**config.mk**
```make
export PLATFORM = sky130hd
export DESIGN_NAME = ram_arbiter_flat
export DESIGN_NICKNAME = d
export VERILOG_FILES = /design/src/rtl/ram_arbiter_if.sv /design/src/rtl/ram_arbiter.sv /design/src/flat_wrapper.sv
export SDC_FILE = /design/constraint.sdc
export NUM_CORES = 1
export LEC_CHECK = 0
export BUFFER_PORTS_ARGS = -buffer_cell sky130_fd_sc_hd__buf_4
export CAP_MARGIN = 20
export CORE_UTILIZATION = 34
export DETAILED_ROUTE_END_ITERATION = 8
export PLACE_DENSITY = 0.79
export SYNTH_ARGS = -nofsm -noshare
export SYNTH_HDL_FRONTEND = slang
export SYNTH_SLANG_ARGS = --single-unit
```
**constraint.sdc**
```tcl
create_clock -name clock -period 1.65 [get_ports clock]
set_input_delay 0.0825 -clock clock [delete_from_list [all_inputs] [get_ports clock]]
set_output_delay 0.0825 -clock clock [all_outputs]
set_load 0.05 [all_outputs]
```
**src/rtl/ram_arbiter_if.sv**
```systemverilog
// ram_arbiter_if: core, DMA and RAM-side signals of the data-RAM arbiter.
interface ram_arbiter_if;
  logic [15:0] cpu_address;
  logic [7:0]  cpu_wb;
  logic        cpu_w;
  logic [7:0]  cpu_din;
  logic        cpu_ce;
  logic        dma_req;
  logic        dma_urgent;
  logic [15:0] dma_address;
  logic        dma_we;
  logic [7:0]  dma_wdata;
  logic        dma_ack;
  logic        dma_valid;
  logic [7:0]  dma_rdata;
  logic [15:0] ram_address;
  logic [7:0]  ram_wdata;
  logic        ram_we;
  logic [7:0]  ram_rdata;
  modport slave (
    input  cpu_address, cpu_wb, cpu_w, dma_req, dma_urgent, dma_address, dma_we, dma_wdata, ram_rdata,
    output cpu_din, cpu_ce, dma_ack, dma_valid, dma_rdata, ram_address, ram_wdata, ram_we
  );
  modport master (
    output cpu_address, cpu_wb, cpu_w, dma_req, dma_urgent, dma_address, dma_we, dma_wdata, ram_rdata,
    input  cpu_din, cpu_ce, dma_ack, dma_valid, dma_rdata, ram_address, ram_wdata, ram_we
  );
endinterface

```
**src/rtl/ram_arbiter.sv**
```systemverilog
// ram_arbiter: gives each single-port data-RAM cycle to the AVR core or the DMA requester,
// stalling the core via cpu_ce and preserving its one-cycle read data across stalls.
module ram_arbiter #(
  parameter int CPU_BURST = 3
) (
  input logic clock,
  input logic reset,
  ram_arbiter_if.slave bus
);
  localparam int RW = CPU_BURST < 1 ? 1 : $clog2(CPU_BURST + 1);
  localparam logic [0:0] CPU = 1'b0;
  localparam logic [0:0] DMA = 1'b1;
  logic [0:0] grant, prev_grant;
  logic [RW-1:0] run;
  logic [7:0] hold;
  logic burst_done;
  logic [0:0] grant_next;
  // run holds the core cycles already granted under a pending request; the current one adds one more
  assign burst_done = (CPU_BURST == 0) ||
                      (grant == CPU && ({1'b0, run} + 1'b1) >= (RW + 1)'(CPU_BURST));
  assign grant_next = bus.dma_req && (bus.dma_urgent || burst_done) ? DMA : CPU;
  assign bus.ram_address = grant == DMA ? bus.dma_address : bus.cpu_address;
  assign bus.ram_wdata = grant == DMA ? bus.dma_wdata : bus.cpu_wb;
  assign bus.ram_we = grant == DMA ? bus.dma_we : bus.cpu_w;
  assign bus.cpu_ce = grant == CPU;
  assign bus.dma_ack = grant == DMA;
  assign bus.dma_rdata = bus.ram_rdata;
  // after a DMA cycle the RAM output belongs to DMA, so the core keeps seeing its own captured data
  assign bus.cpu_din = prev_grant == CPU ? bus.ram_rdata : hold;
  always_ff @(posedge clock or posedge reset) begin
    if (reset) begin
      grant <= CPU;
      prev_grant <= CPU;
      run <= '0;
      hold <= '0;
      bus.dma_valid <= 1'b0;
    end else begin
      grant <= grant_next;
      prev_grant <= grant;
      run <= (grant == DMA || !bus.dma_req) ? '0 : run == RW'(CPU_BURST) ? run : run + 1'b1;
      hold <= prev_grant == CPU ? bus.ram_rdata : hold;
      bus.dma_valid <= grant == DMA && !bus.dma_we;
    end
  end
endmodule

```
**src/flat_wrapper.sv**
```systemverilog
// flat-port wrapper written by rule: the top's interface ports become plain ports
module ram_arbiter_flat 
#(
  parameter int CPU_BURST = 3
)
  (clock, reset, bus_cpu_address, bus_cpu_wb, bus_cpu_w, bus_dma_req, bus_dma_urgent, bus_dma_address, bus_dma_we, bus_dma_wdata, bus_ram_rdata, bus_cpu_din, bus_cpu_ce, bus_dma_ack, bus_dma_valid, bus_dma_rdata, bus_ram_address, bus_ram_wdata, bus_ram_we);
  ram_arbiter_if bus_i ();
  input logic clock;
  input logic reset;
  input wire logic [$bits(bus_i.cpu_address)-1:0] bus_cpu_address;
  input wire logic [$bits(bus_i.cpu_wb)-1:0] bus_cpu_wb;
  input wire logic [$bits(bus_i.cpu_w)-1:0] bus_cpu_w;
  input wire logic [$bits(bus_i.dma_req)-1:0] bus_dma_req;
  input wire logic [$bits(bus_i.dma_urgent)-1:0] bus_dma_urgent;
  input wire logic [$bits(bus_i.dma_address)-1:0] bus_dma_address;
  input wire logic [$bits(bus_i.dma_we)-1:0] bus_dma_we;
  input wire logic [$bits(bus_i.dma_wdata)-1:0] bus_dma_wdata;
  input wire logic [$bits(bus_i.ram_rdata)-1:0] bus_ram_rdata;
  output wire logic [$bits(bus_i.cpu_din)-1:0] bus_cpu_din;
  output wire logic [$bits(bus_i.cpu_ce)-1:0] bus_cpu_ce;
  output wire logic [$bits(bus_i.dma_ack)-1:0] bus_dma_ack;
  output wire logic [$bits(bus_i.dma_valid)-1:0] bus_dma_valid;
  output wire logic [$bits(bus_i.dma_rdata)-1:0] bus_dma_rdata;
  output wire logic [$bits(bus_i.ram_address)-1:0] bus_ram_address;
  output wire logic [$bits(bus_i.ram_wdata)-1:0] bus_ram_wdata;
  output wire logic [$bits(bus_i.ram_we)-1:0] bus_ram_we;
  assign bus_i.cpu_address = bus_cpu_address;
  assign bus_i.cpu_wb = bus_cpu_wb;
  assign bus_i.cpu_w = bus_cpu_w;
  assign bus_i.dma_req = bus_dma_req;
  assign bus_i.dma_urgent = bus_dma_urgent;
  assign bus_i.dma_address = bus_dma_address;
  assign bus_i.dma_we = bus_dma_we;
  assign bus_i.dma_wdata = bus_dma_wdata;
  assign bus_i.ram_rdata = bus_ram_rdata;
  assign bus_cpu_din = bus_i.cpu_din;
  assign bus_cpu_ce = bus_i.cpu_ce;
  assign bus_dma_ack = bus_i.dma_ack;
  assign bus_dma_valid = bus_i.dma_valid;
  assign bus_dma_rdata = bus_i.dma_rdata;
  assign bus_ram_address = bus_i.ram_address;
  assign bus_ram_wdata = bus_i.ram_wdata;
  assign bus_ram_we = bus_i.ram_we;
  ram_arbiter #(.CPU_BURST(CPU_BURST)) u_core (.clock(clock), .reset(reset), .bus(bus_i));
endmodule
```
== Yosys cells after proc, flatten, opt, wreduce, memory -nomap -nowiden ==
Cells that the tools add are included.

* Word-level logic and storage cells: 25
* Flip-flop bits (word level): 13
* Output and inout port bits: 44
* Input port bits: 62

* Reductions and logical operators: 7
* Add/sub/neg operators: 2
* Bitwise logic cells: 1
* Equal/unequal tests: 2
* Muxes and demuxes: 7
* Magnitude comparators: 1

{| class="wikitable"
|+ Operators with widths
! kind !! count
|-
| $mux W16 || 1
|-
| $mux W8 || 2
|-
| $mux W2 || 2
|-
| $add A2 B1 Y3 const B || 1
|-
| $ge A3 B2 Y1 const B || 1
|-
| $logic_and A1 B1 Y1 || 3
|-
| $add A2 B1 Y2 const B || 1
|-
| $eq A2 B2 Y1 const B || 1
|-
| $logic_not A1 Y1 || 2
|-
| $logic_or A1 B1 Y1 || 2
|-
| $mux W1 || 2
|-
| $ne A2 B1 Y1 const B || 1
|-
| $not A1 Y1 || 1
|}

== Longest topological paths before layout ==
Gate-level depths: netlist of run 1.

* Word-level depth: 6
* Gate-level depth with buffers: 4
* Mapped depth without buffers: 4

== Least setup slack after synthesis of run 1 ==
Ideal clock, no wire load.

* Path type: flip-flop to output port
* From: register u_core.grant, in the netlist u_core.bus.dma_ack
* To: output bus_ram_address[0]
* Slack: 0.191 ns
* Stages on the path, launching flop included: 4
* Arrival: 1.376 ns
* Required time: 1.567 ns
* Path through: dfrtp_1 > buf_6 > buf_12 > mux2_4

* Cells in the longest elaborated chain, start to end: 1

{| class="wikitable"
|+ Ends and longest elaborated chain
! element !! RTL line !! RTL
|-
| from (decl) || ram_arbiter.sv:13 || <nowiki>logic [0:0] grant, prev_grant;</nowiki>
|-
| from (signal assigned) || ram_arbiter.sv:38 || <nowiki>grant <= grant_next;</nowiki>
|-
| $mux W16 || ram_arbiter.sv:22 || <nowiki>assign bus.ram_address = grant == DMA ? bus.dma_address : bus.cpu_address;</nowiki>
|-
| to (decl) || flat_wrapper.sv:24 || <nowiki>output wire logic [$bits(bus_i.ram_address)-1:0] bus_ram_address;</nowiki>
|}

No other way between the ends.

== Final worst setup path of run 1 ==
* From: register u_core.grant, in the netlist u_core.bus.dma_ack
* To: output bus_ram_address[4]

Same word-level chain as after synthesis.

==> out/summary.log, run 1 <==
INFO  synth          post_synth_and_or_nand_nor_area_fraction=0.03073
INFO  floorplan      die_y=55.61um
INFO  cells_and_area final_nets=237
INFO  routing        drt_pre_antenna_iters=4
INFO  clock_network  worstSkewPairLatency=270ps
INFO  power          ir_drop=0.5702mV
INFO  run_status     status=completed
INFO  timing         unrepaired_setup_endpoints_after_global_routing=false
INFO  global_routing first_global_vias=896
INFO  routing        routed_wire_length_per_instance=12.69um
INFO  cells_and_area multi_input_area=521.8um^2
INFO  floorplan      dieWidth=55.61um
INFO  global_routing globalRoute.totalOverflow=0
INFO  cells_and_area area_growth_syn_to_layout=79.51%
INFO  synth          synth.cell_area=977.2um^2
INFO  critical_path  cpMaxStageDelayCell=dfrtp_1
INFO  timing         hold-worst-slack=59.54ps
INFO  placement      place.detailed.hpwl=2255um
INFO  timing         final.setup_skew=11.21ps
INFO  floorplan      die_area=3092um^2
INFO  cells_and_area mostFrequentLayoutCell=buf_4
INFO  routing        detail-route-antenna-nets=0
INFO  cells_and_area layout.area.seq=325.3um^2
INFO  critical_path  critical_path_endpoint_category=output pin
INFO  synth          yosys.cell_types.count=18
INFO  timing         finalSetupViolations=0
INFO  synth          yosys.area_share.adder=0.02561
INFO  synth          synth-seq-area-share=0.3329
INFO  cells_and_area final_cell_mix=buf_4, mux2_4, mux2_2
INFO  global_routing wire_length_of_the_first_global_routing_pass=3857um
INFO  placement      io_buffers=105
INFO  routing        detailroute.via_count=918
INFO  routing        routed_wirelength=2577um
INFO  synth          synthesis.nets=136
INFO  critical_path  critical_path_arrival=1440ps
INFO  critical_path  worst_setup_path_start_kind=register
INFO  global_routing grt_start_max_net_pins=30
INFO  critical_path  worstPathMaxFanout=29
INFO  routing        first_iter_violations=8
INFO  timing         tightest_pin_transition=469.0ps
INFO  timing         final_critical_path_setup_slack=125.7ps
INFO  floorplan      initial_core_util=0.3574
INFO  critical_path  critical_path_required=1570ps
INFO  timing         timing_max_transition_violations_final=0
INFO  global_routing grt.total_usage=0.1567
INFO  timing         setup_total_neg_slack=0ps
INFO  placement      dp_slack=379.9ps
INFO  clock_network  tritoncts=done
INFO  global_routing grt_antenna_before_repair=0
INFO  cells_and_area final_layout_size_suffix_gt1_frac=0.8372
INFO  routing        viasPerCell=4.522
INFO  clock_network  clockBufferDepth=2
INFO  synth          netlist_instances=72
INFO  floorplan      ios=106
INFO  placement      routability_congestion_estimate=0.7799
INFO  cells_and_area fill_cells=224
INFO  clock_network  cts_inserted_buffers=3
INFO  cells_and_area antenna-diode-count=0
INFO  synth          ff_latch_count_synth=13
INFO  synth          dominant_combinational_cell_family_by_area_after_synthesis=multiplexers
INFO  floorplan      placeable_core_area=2734um^2
INFO  floorplan      cell_row_count=19
INFO  job            max_cap_violations=0
INFO  synth          post_synth.cell_area_avg=13.57um^2
INFO  critical_path  crit_path_cell_trace=buf_12, mux2_2, buf_4
INFO  timing         fin_crit_sh=0.9238
INFO  critical_path  worstSetupPathType=reg2out
INFO  timing         timing.final.crit_period=1524ps
INFO  power          p_total=1.397mW
INFO  synth          synth.area.mux_share=0.4533
INFO  clock_network  cts.sinks=13
INFO  routing        detail_route.drc_violations=0
INFO  clock_network  clock_pin_slew_reported_for_the_worst_setup_and_hold_paths_after_clock_tree_synthesis=80ps
INFO  power          p_leak=0.9501nW
INFO  power          power_per_cell_area=796.6nW/um^2
INFO  timing         timing.final.hold_violations=0
INFO  worst_hold_path hold_path_class=in2reg
INFO  synth          synth_xor_area_frac=0.008963
INFO  synth          synth-compound-area-share=0.01536
INFO  timing         max-slew-margin-rel=0.6870
INFO  timing         maxClockFrequency=656.0MHz
INFO  clock_network  cts.htree.levels=1
INFO  critical_path  critical_path.max_stage_delay=380ps
INFO  clock_network  clock_tree.root_cell=clkbuf_4
INFO  synth          synth_warnings=0
final cells by class:
class | instances | area share
multi-input cells | 44 | 0.2974
inverters | 3 | 0.007846
clock buffers | 4 | 0.01498
well taps | 31 | 0.02211
repair buffers | 108 | 0.4722
flip-flops and latches | 13 | 0.1854
final timing paths:
| path | depth (start not counted) | endpoint | startpoint | slack, ps |
|---|---|---|---|---|
| hold / removal | 2 | u_core.bus.dma_ack | bus_dma_urgent | 60 |
| setup reg to reg | 3 | u_core.bus.dma_ack | u_core.run[0] | 360 |
| setup / recovery | 3 | bus_ram_address[4] | u_core.bus.dma_ack | 130 |
| min in group asynchronous | 3 | u_core.bus.dma_valid | reset | 380 |
| hold reg to reg | 1 | u_core.hold[0] | u_core.hold[0] | 500 |
| max in group asynchronous | 3 | u_core.hold[0] | reset | 940 |
routing by layer:
layer,vias to the layer above,routed length [um],global-route usage
met2,66,1352,0.2892
met1,407,916,0.1716
met4,0,38,0.06429
met3,6,269,0.03488
met5,-,0,0
li1,439,-,-
cells in the mapped netlist (all sizes together):
master  number  area (um^2)
a21oi        1        5.000
inv          3        13.77
or3          1        6.260
or2          1        6.260
o211a        1        10.01
nor2         2        7.510
dfrtp       13        325.3
ha           2        25.02
nand2b       1        6.260
buf         12        116.4
xor2         1        8.760
mux2        33        442.9
nand2        1        3.750
metrics by stage:
| stage | instances | util | cell area, um^2 |
|---|---|---|---|
| floorplan | 72 | - | 977.2 |
| global placement | 197 | 0.6247 | 1708 |
| detailed placement | 197 | 0.6247 | 1708 |
| CTS | 203 | 0.6416 | 1754 |
| global route | 203 | 0.6416 | 1754 |
| finish | 203 | 0.6416 | 1754 |
critical path: cells and delay by family (launching register included):
| kind | cells | cell delay (ps) |
|---|---|---|
| DFF | 1 | 380 |
| muxes | 1 | 360 |
| buffers and inverters | 2 | 420 |
what timing repair did:
item | in CTS | in global routing
resized for setup | 0 | 0
endpoints found under the hold margin | 14 | 0
hold buffers | 2 | 0
setup buffers | 0 | 0
cell families (layout without fill, tap and decap cells):
kind of cell / Yosys count / after routing
flip-flops: 13 / 13
multiplexers: 33 / 33
AO/OA/AOI/OAI: 2 / 2
XOR/XNOR: 1 / 1
buffers and inverters: 15 / 115
AND/OR/NAND/NOR: 6 / 6
adder cells (fa/ha/maj): 2 / 2
state kept, by name, indices dropped and copies added (netlist names):
register	flops
u_core.run	2
u_core.hold	8
u_core.prev_grant	1
u_core.bus.dma_valid	1
u_core.bus.dma_ack	1
where the power goes:
| group | internal (mW) | total (mW) | switching (mW) |
|---|---|---|---|
| Combinational | 0.349 | 0.838 | 0.489 |
| Sequential | 0.351 | 0.370 | 0.0186 |
| Clock | 0.0935 | 0.190 | 0.0961 |
| Total | 0.794 | 1.40 | 0.603 |
Power figures use the tool's default switching activity.
==> inputs of run 2 (changes only) <==
--- a/config.mk
+++ b/config.mk
@@ -7,9 +7,11 @@
 export LEC_CHECK = 0
 export BUFFER_PORTS_ARGS = -buffer_cell sky130_fd_sc_hd__buf_4
 export CAP_MARGIN = 20
-export CORE_UTILIZATION = 34
+export CORE_UTILIZATION = 35
+export CTS_BUF_LIST = sky130_fd_sc_hd__clkbuf_8
 export DETAILED_ROUTE_END_ITERATION = 8
-export PLACE_DENSITY = 0.79
+export GPL_ROUTABILITY_DRIVEN = 0
+export PLACE_DENSITY = 0.81
 export SYNTH_ARGS = -nofsm -noshare
 export SYNTH_HDL_FRONTEND = slang
 export SYNTH_SLANG_ARGS = --single-unit
==> out/summary.log, run 2 (synthesized netlist as in run 1, its figures left out) <==
INFO  global_routing grt_antenna_before_repair=0
INFO  global_routing globalRoute.totalOverflow=0
INFO  critical_path  critical_path_required=1570ps
INFO  timing         max-slew-margin-rel=0.6814
INFO  critical_path  cpMaxStageDelayCell=mux2_2
INFO  cells_and_area multi_input_area=521.8um^2
INFO  power          ir_drop=0.6723mV
INFO  routing        detail-route-antenna-nets=0
INFO  critical_path  critical_path.max_stage_delay=380ps
INFO  global_routing wire_length_of_the_first_global_routing_pass=3187um
INFO  cells_and_area final_util=0.6881
INFO  floorplan      die_y=54.84um
INFO  floorplan      initial_core_util=0.3806
INFO  cells_and_area layout.area.seq=325.3um^2
INFO  critical_path  timing.rr.start=u_core.run[0]
INFO  cells_and_area mostFrequentLayoutCell=buf_4
INFO  timing         unrepaired_setup_endpoints_after_global_routing=false
INFO  worst_hold_path hold_path_end=u_core.bus.dma_ack
INFO  critical_path  worstSetupPathType=reg2out
INFO  power          switching_fraction_of_total_power=0.4138
INFO  placement      dp_slack=374.2ps
INFO  critical_path  worstReg2RegEnd=u_core.bus.dma_ack
INFO  global_routing first_global_vias=828
INFO  clock_network  cts.sinks=13
INFO  cells_and_area final_nets=238
INFO  power          p_leak=0.9636nW
INFO  job            max_cap_violations=0
INFO  routing        routed_wirelength=2531um
INFO  timing         timing.final.hold_violations=0
INFO  placement      place.detailed.hpwl=2293um
INFO  clock_network  cts_inserted_buffers=3
INFO  cells_and_area registers.top_by_ff_count=u_core.hold
INFO  clock_network  cts.repair.resized=0
INFO  cells_and_area top_registers=u_core.hold (8), u_core.run (2)
INFO  critical_path  critical_path_endpoint_category=output pin
INFO  power          power.sequential.fraction=0.251
INFO  cells_and_area final_layout_size_suffix_gt1_frac=0.8382
INFO  global_routing grt_start_max_net_pins=19
INFO  clock_network  clock_pin_slew_reported_for_the_worst_setup_and_hold_paths_after_clock_tree_synthesis=50ps
INFO  power          pwr-share-clk=0.181
INFO  timing         maxClockFrequency=657.1MHz
INFO  clock_network  cts.htree.levels=1
INFO  power          combPwrFrac=0.568
INFO  timing         tightest_pin_transition=477.3ps
INFO  timing         setup_total_neg_slack=0ps
INFO  routing        detail_route.drc_violations=0
INFO  timing         fin_crit_sh=0.9224
INFO  run_status     status=completed
INFO  clock_network  tritoncts=done
INFO  floorplan      die_area=3007um^2
INFO  placement      io_buffers=105
INFO  power          internal_power=0.8622mW
INFO  critical_path  timing.critical_path.buf_inv=2
INFO  critical_path  setup.reg_to_reg.worst_slack=380ps
INFO  cells_and_area final_cell_mix=buf_4, mux2_4, mux2_2
INFO  global_routing grt.total_usage=0.1518
INFO  floorplan      placeable_core_area=2567um^2
INFO  routing        routed_wire_length_per_instance=12.47um
INFO  floorplan      ios=106
INFO  routing        drt_pre_antenna_iters=2
INFO  worst_hold_path hold_depth=2
INFO  critical_path  worstPathMaxFanout=18
INFO  clock_network  clockBufferDepth=2
INFO  floorplan      dieWidth=54.84um
INFO  critical_path  critical_path_arrival=1440ps
INFO  critical_path  crit_family=buffers and inverters
INFO  power          total_switching_power=0.6087mW
INFO  power          power_per_cell_area=832.6nW/um^2
INFO  cells_and_area area_growth_syn_to_layout=80.79%
INFO  placement      detailed_place.area=1702um^2
INFO  timing         timing.final.crit_period=1522ps
INFO  routing        viasPerCell=4.552
INFO  worst_hold_path worst_hold_startpoint=bus_dma_urgent
INFO  timing         final.setup_skew=3.859ps
INFO  routing        detailroute.via_count=924
INFO  timing         timing_max_transition_violations_final=0
INFO  timing         final_critical_path_setup_slack=128.1ps
INFO  cells_and_area fill_cells=192
INFO  clock_network  worstSkewPairLatency=240ps
INFO  floorplan      cell_row_count=18
INFO  critical_path  worst_setup_path_start_kind=register
INFO  cells_and_area layout.cell_area.non_filler=1767um^2
INFO  timing         finalSetupViolations=0
INFO  cells_and_area largest_register_ffs=8
INFO  routing        first_iter_violations=3
INFO  critical_path  crit_path_cell_trace=buf_4, mux2_2, buf_4
INFO  clock_network  clock_tree.root_cell=clkbuf_8
INFO  worst_hold_path hold_path_class=in2reg
INFO  critical_path  reg2regPathDepth=3
INFO  critical_path  path_common_cell=buf_4
INFO  cells_and_area antenna-diode-count=0
## run 2: cell types whose count changed in the layout (fill, tap and decap cells not counted), sizes merged
cell / before / now
buf: 106 / 107
clkbuf: 4 / 3
inv: 3 / 4
## run 2: worst max-delay path by stage
stage                               endpoint  depth (start not counted)          startpoint
after global routing      bus_ram_address[4]                          3  u_core.bus.dma_ack
after CTS                 bus_ram_address[4]                          3  u_core.bus.dma_ack
after floorplan           bus_ram_address[0]                          3  u_core.bus.dma_ack
after detailed placement  bus_ram_address[4]                          3  u_core.bus.dma_ack
final                     bus_ram_address[4]                          3  u_core.bus.dma_ack
after global placement    bus_ram_address[3]                          3  u_core.bus.dma_ack
## run 2: metrics by stage
stage / total power [mW] / hold WS, ps / cells
finish: 1.471 / 82.92 / 203
global route: 1.535 / 81.87 / 203
CTS: 1.489 / 79.39 / 203
detailed placement: 1.214 / 143.2 / 197
global placement: 1.200 / 129.1 / 197
floorplan: 0.9701 / -40.54 / 72
## run 2: routing by layer
| layer | track usage | routed length, um | part of all wire |
|---|---|---|---|
| met5 | 0 | 0 | 0 |
| met4 | 0.05128 | 0 | 0 |
| met3 | 0.03889 | 263 | 0.10 |
| met1 | 0.1703 | 890 | 0.35 |
| met2 | 0.2731 | 1378 | 0.54 |
## run 2: power by group through the flow
stage	clock network, mW	registers [mW]	logic (mW)
floorplan	0	0.381	0.589
global placement	0	0.374	0.826
global route	0.286	0.373	0.875
CTS	0.276	0.370	0.842
detailed placement	0	0.376	0.838
finish	0.266	0.370	0.835
## run 2: final cells by class
type | instances | area share
Timing Repair Buffer | 109 | 0.4660
Inverter | 3 | 0.007790
Clock buffer | 3 | 0.02337
Sequential cell | 13 | 0.1841
Multi-Input combinational cell | 44 | 0.2953
Tap cell | 30 | 0.02125
Clock inverter | 1 | 0.002125
## run 2: repair_timing
action | in CTS | in global routing
setup buffers | 0 | 0
setup endpoints to repair | 0 | 0
hold buffers | 2 | 0
hold endpoints to repair | 14 | 0
==> inputs of run 3 (changes only) <==
--- a/config.mk
+++ b/config.mk
@@ -12,6 +12,7 @@
 export DETAILED_ROUTE_END_ITERATION = 8
 export GPL_ROUTABILITY_DRIVEN = 0
 export PLACE_DENSITY = 0.81
+export RECOVER_POWER = 100
 export SYNTH_ARGS = -nofsm -noshare
 export SYNTH_HDL_FRONTEND = slang
 export SYNTH_SLANG_ARGS = --single-unit
==> out/summary.log, run 3 (synthesized netlist as in run 1, its figures left out) <==
INFO  routing        drt_pre_antenna_iters=2
INFO  placement      place.detailed.hpwl=2293um
INFO  cells_and_area fill_cells=219
INFO  cells_and_area registers.top_by_ff_count=u_core.hold
INFO  placement      dp_slack=374.2ps
INFO  power          switching_fraction_of_total_power=0.4305
INFO  critical_path  critical_path_arrival=1460ps
INFO  cells_and_area final-instance-count-excl-fill=203
INFO  critical_path  worstPathMaxFanout=18
INFO  timing         tightest_pin_transition=620.2ps
INFO  timing         fin_crit_sh=0.9341
INFO  critical_path  worst_setup_path_start_kind=register
INFO  job            max_cap_violations=0
INFO  floorplan      placeable_core_area=2567um^2
INFO  clock_network  worstSkewPairLatency=230ps
INFO  global_routing globalRoute.totalOverflow=0
INFO  routing        routed_wire_length_per_instance=12.39um
INFO  power          ir_drop=0.6454mV
INFO  power          p_leak=0.9079nW
INFO  routing        detail-route-antenna-nets=0
INFO  routing        first_iter_violations=3
INFO  floorplan      dieWidth=54.84um
INFO  critical_path  critical_path_endpoint_category=output pin
INFO  cells_and_area final_nets=238
INFO  timing         finalSetupViolations=0
INFO  floorplan      die_y=54.84um
INFO  cells_and_area largest_register_ffs=8
INFO  worst_hold_path hold_path_class=in2reg
INFO  cells_and_area layout.cell_area.non_filler=1659um^2
INFO  timing         max-slew-margin-rel=0.5883
INFO  power          combPwrFrac=0.549
INFO  cells_and_area final_layout_size_suffix_gt1_frac=0.7572
INFO  timing         final_critical_path_setup_slack=108.7ps
INFO  clock_network  cts.sinks=13
INFO  power          power_per_cell_area=848.6nW/um^2
INFO  clock_network  tritoncts=done
INFO  power          power.sequential.fraction=0.263
INFO  global_routing grt_start_max_net_pins=19
INFO  run_status     status=completed
INFO  routing        routed_wirelength=2516um
INFO  routing        detail_route.drc_violations=0
INFO  floorplan      cell_row_count=18
INFO  power          internal_power=0.8018mW
INFO  cells_and_area mostFrequentLayoutCell=buf_4
INFO  clock_network  clockBufferDepth=2
INFO  power          p_total=1.408mW
INFO  timing         unrepaired_setup_endpoints_after_global_routing=false
INFO  timing         maxClockFrequency=648.8MHz
INFO  routing        detailroute.via_count=929
INFO  clock_network  cts_inserted_buffers=3
INFO  global_routing first_global_vias=828
INFO  clock_network  clock_pin_slew_reported_for_the_worst_setup_and_hold_paths_after_clock_tree_synthesis=50ps
INFO  global_routing grt.total_usage=0.1518
INFO  clock_network  post_cts_buffers=0
INFO  cells_and_area final_util=0.6462
INFO  power          total_switching_power=0.6061mW
INFO  routing        viasPerCell=4.576
INFO  global_routing grt_antenna_before_repair=0
INFO  timing         setup_total_neg_slack=0ps
INFO  clock_network  cts.htree.levels=1
INFO  cells_and_area area_growth_syn_to_layout=69.78%
INFO  cells_and_area antenna-diode-count=0
INFO  cells_and_area final_cell_mix=buf_4, clkbuf_2, mux2_4
INFO  timing         final.setup_skew=3.003ps
INFO  critical_path  critical_path_required=1570ps
INFO  cells_and_area top_registers=u_core.hold (8), u_core.run (2)
INFO  timing         hold-worst-slack=83.13ps
INFO  critical_path  worstSetupPathType=reg2out
INFO  global_routing wire_length_of_the_first_global_routing_pass=3187um
INFO  timing         timing.final.crit_period=1541ps
INFO  clock_network  clock_tree.root_cell=clkbuf_8
INFO  floorplan      ios=106
INFO  timing         timing.final.hold_violations=0
INFO  clock_network  cts.hold.buffers_added=2
INFO  placement      dpl.cell_count=197
INFO  critical_path  setup.reg_to_reg.worst_slack=380ps
INFO  timing         timing_max_transition_violations_final=0
INFO  placement      io_buffers=105
INFO  placement      detailed_place.area=1702um^2
INFO  clock_network  cts.repair.resized=0
INFO  floorplan      initial_core_util=0.3806
INFO  floorplan      die_area=3007um^2
INFO  power          pwr-share-clk=0.188
## run 3: final cells by class
| cell class | count | area (um^2) | area share |
|---|---|---|---|
| Multi-Input combinational cell | 44 | 521.8 | 0.3145 |
| Inverter | 3 | 13.76 | 0.008296 |
| Sequential cell | 13 | 325.3 | 0.1961 |
| Tap cell | 30 | 37.54 | 0.02262 |
| Clock buffer | 3 | 41.29 | 0.02489 |
| Clock inverter | 1 | 3.754 | 0.002262 |
| Timing Repair Buffer | 109 | 715.7 | 0.4314 |
## run 3: worst paths after layout
| check | startpoint | end | cells after the start |
|---|---|---|---|
| worst max-delay path | u_core.bus.dma_ack | bus_ram_address[4] | 3 |
| worst min-delay path | bus_dma_urgent | u_core.bus.dma_ack | 2 |
| worst max register to register | u_core.run[0] | u_core.bus.dma_ack | 3 |
| worst min register to register | u_core.hold[7] | u_core.hold[7] | 1 |
| max in group asynchronous | reset | u_core.run[1] | 3 |
| min in group asynchronous | reset | u_core.hold[5] | 3 |
## run 3: metal layers
metal / wire length, um / vias to the layer above / track usage
li1: - / 445 / -
met4: 0 / 0 / 0.05128
met2: 1347 / 64 / 0.2731
met5: 0 / - / 0
met1: 896 / 420 / 0.1703
met3: 271 / 0 / 0.03889
## run 3: power groups by stage
stage                     Combinational (mW)  Sequential, mW  Clock (mW)
after floorplan                        0.589           0.381           0
after global placement                 0.826           0.374           0
after detailed placement               0.838           0.376           0
after CTS                              0.842           0.370       0.276
after global routing                   0.812           0.374       0.286
final                                  0.773           0.370       0.265
## run 3: worst max-delay path, stage by stage, from the launching register on
cell and delay (ps):
dfrtp_1 340, buf_4 290, mux2_2 380, clkbuf_4 210
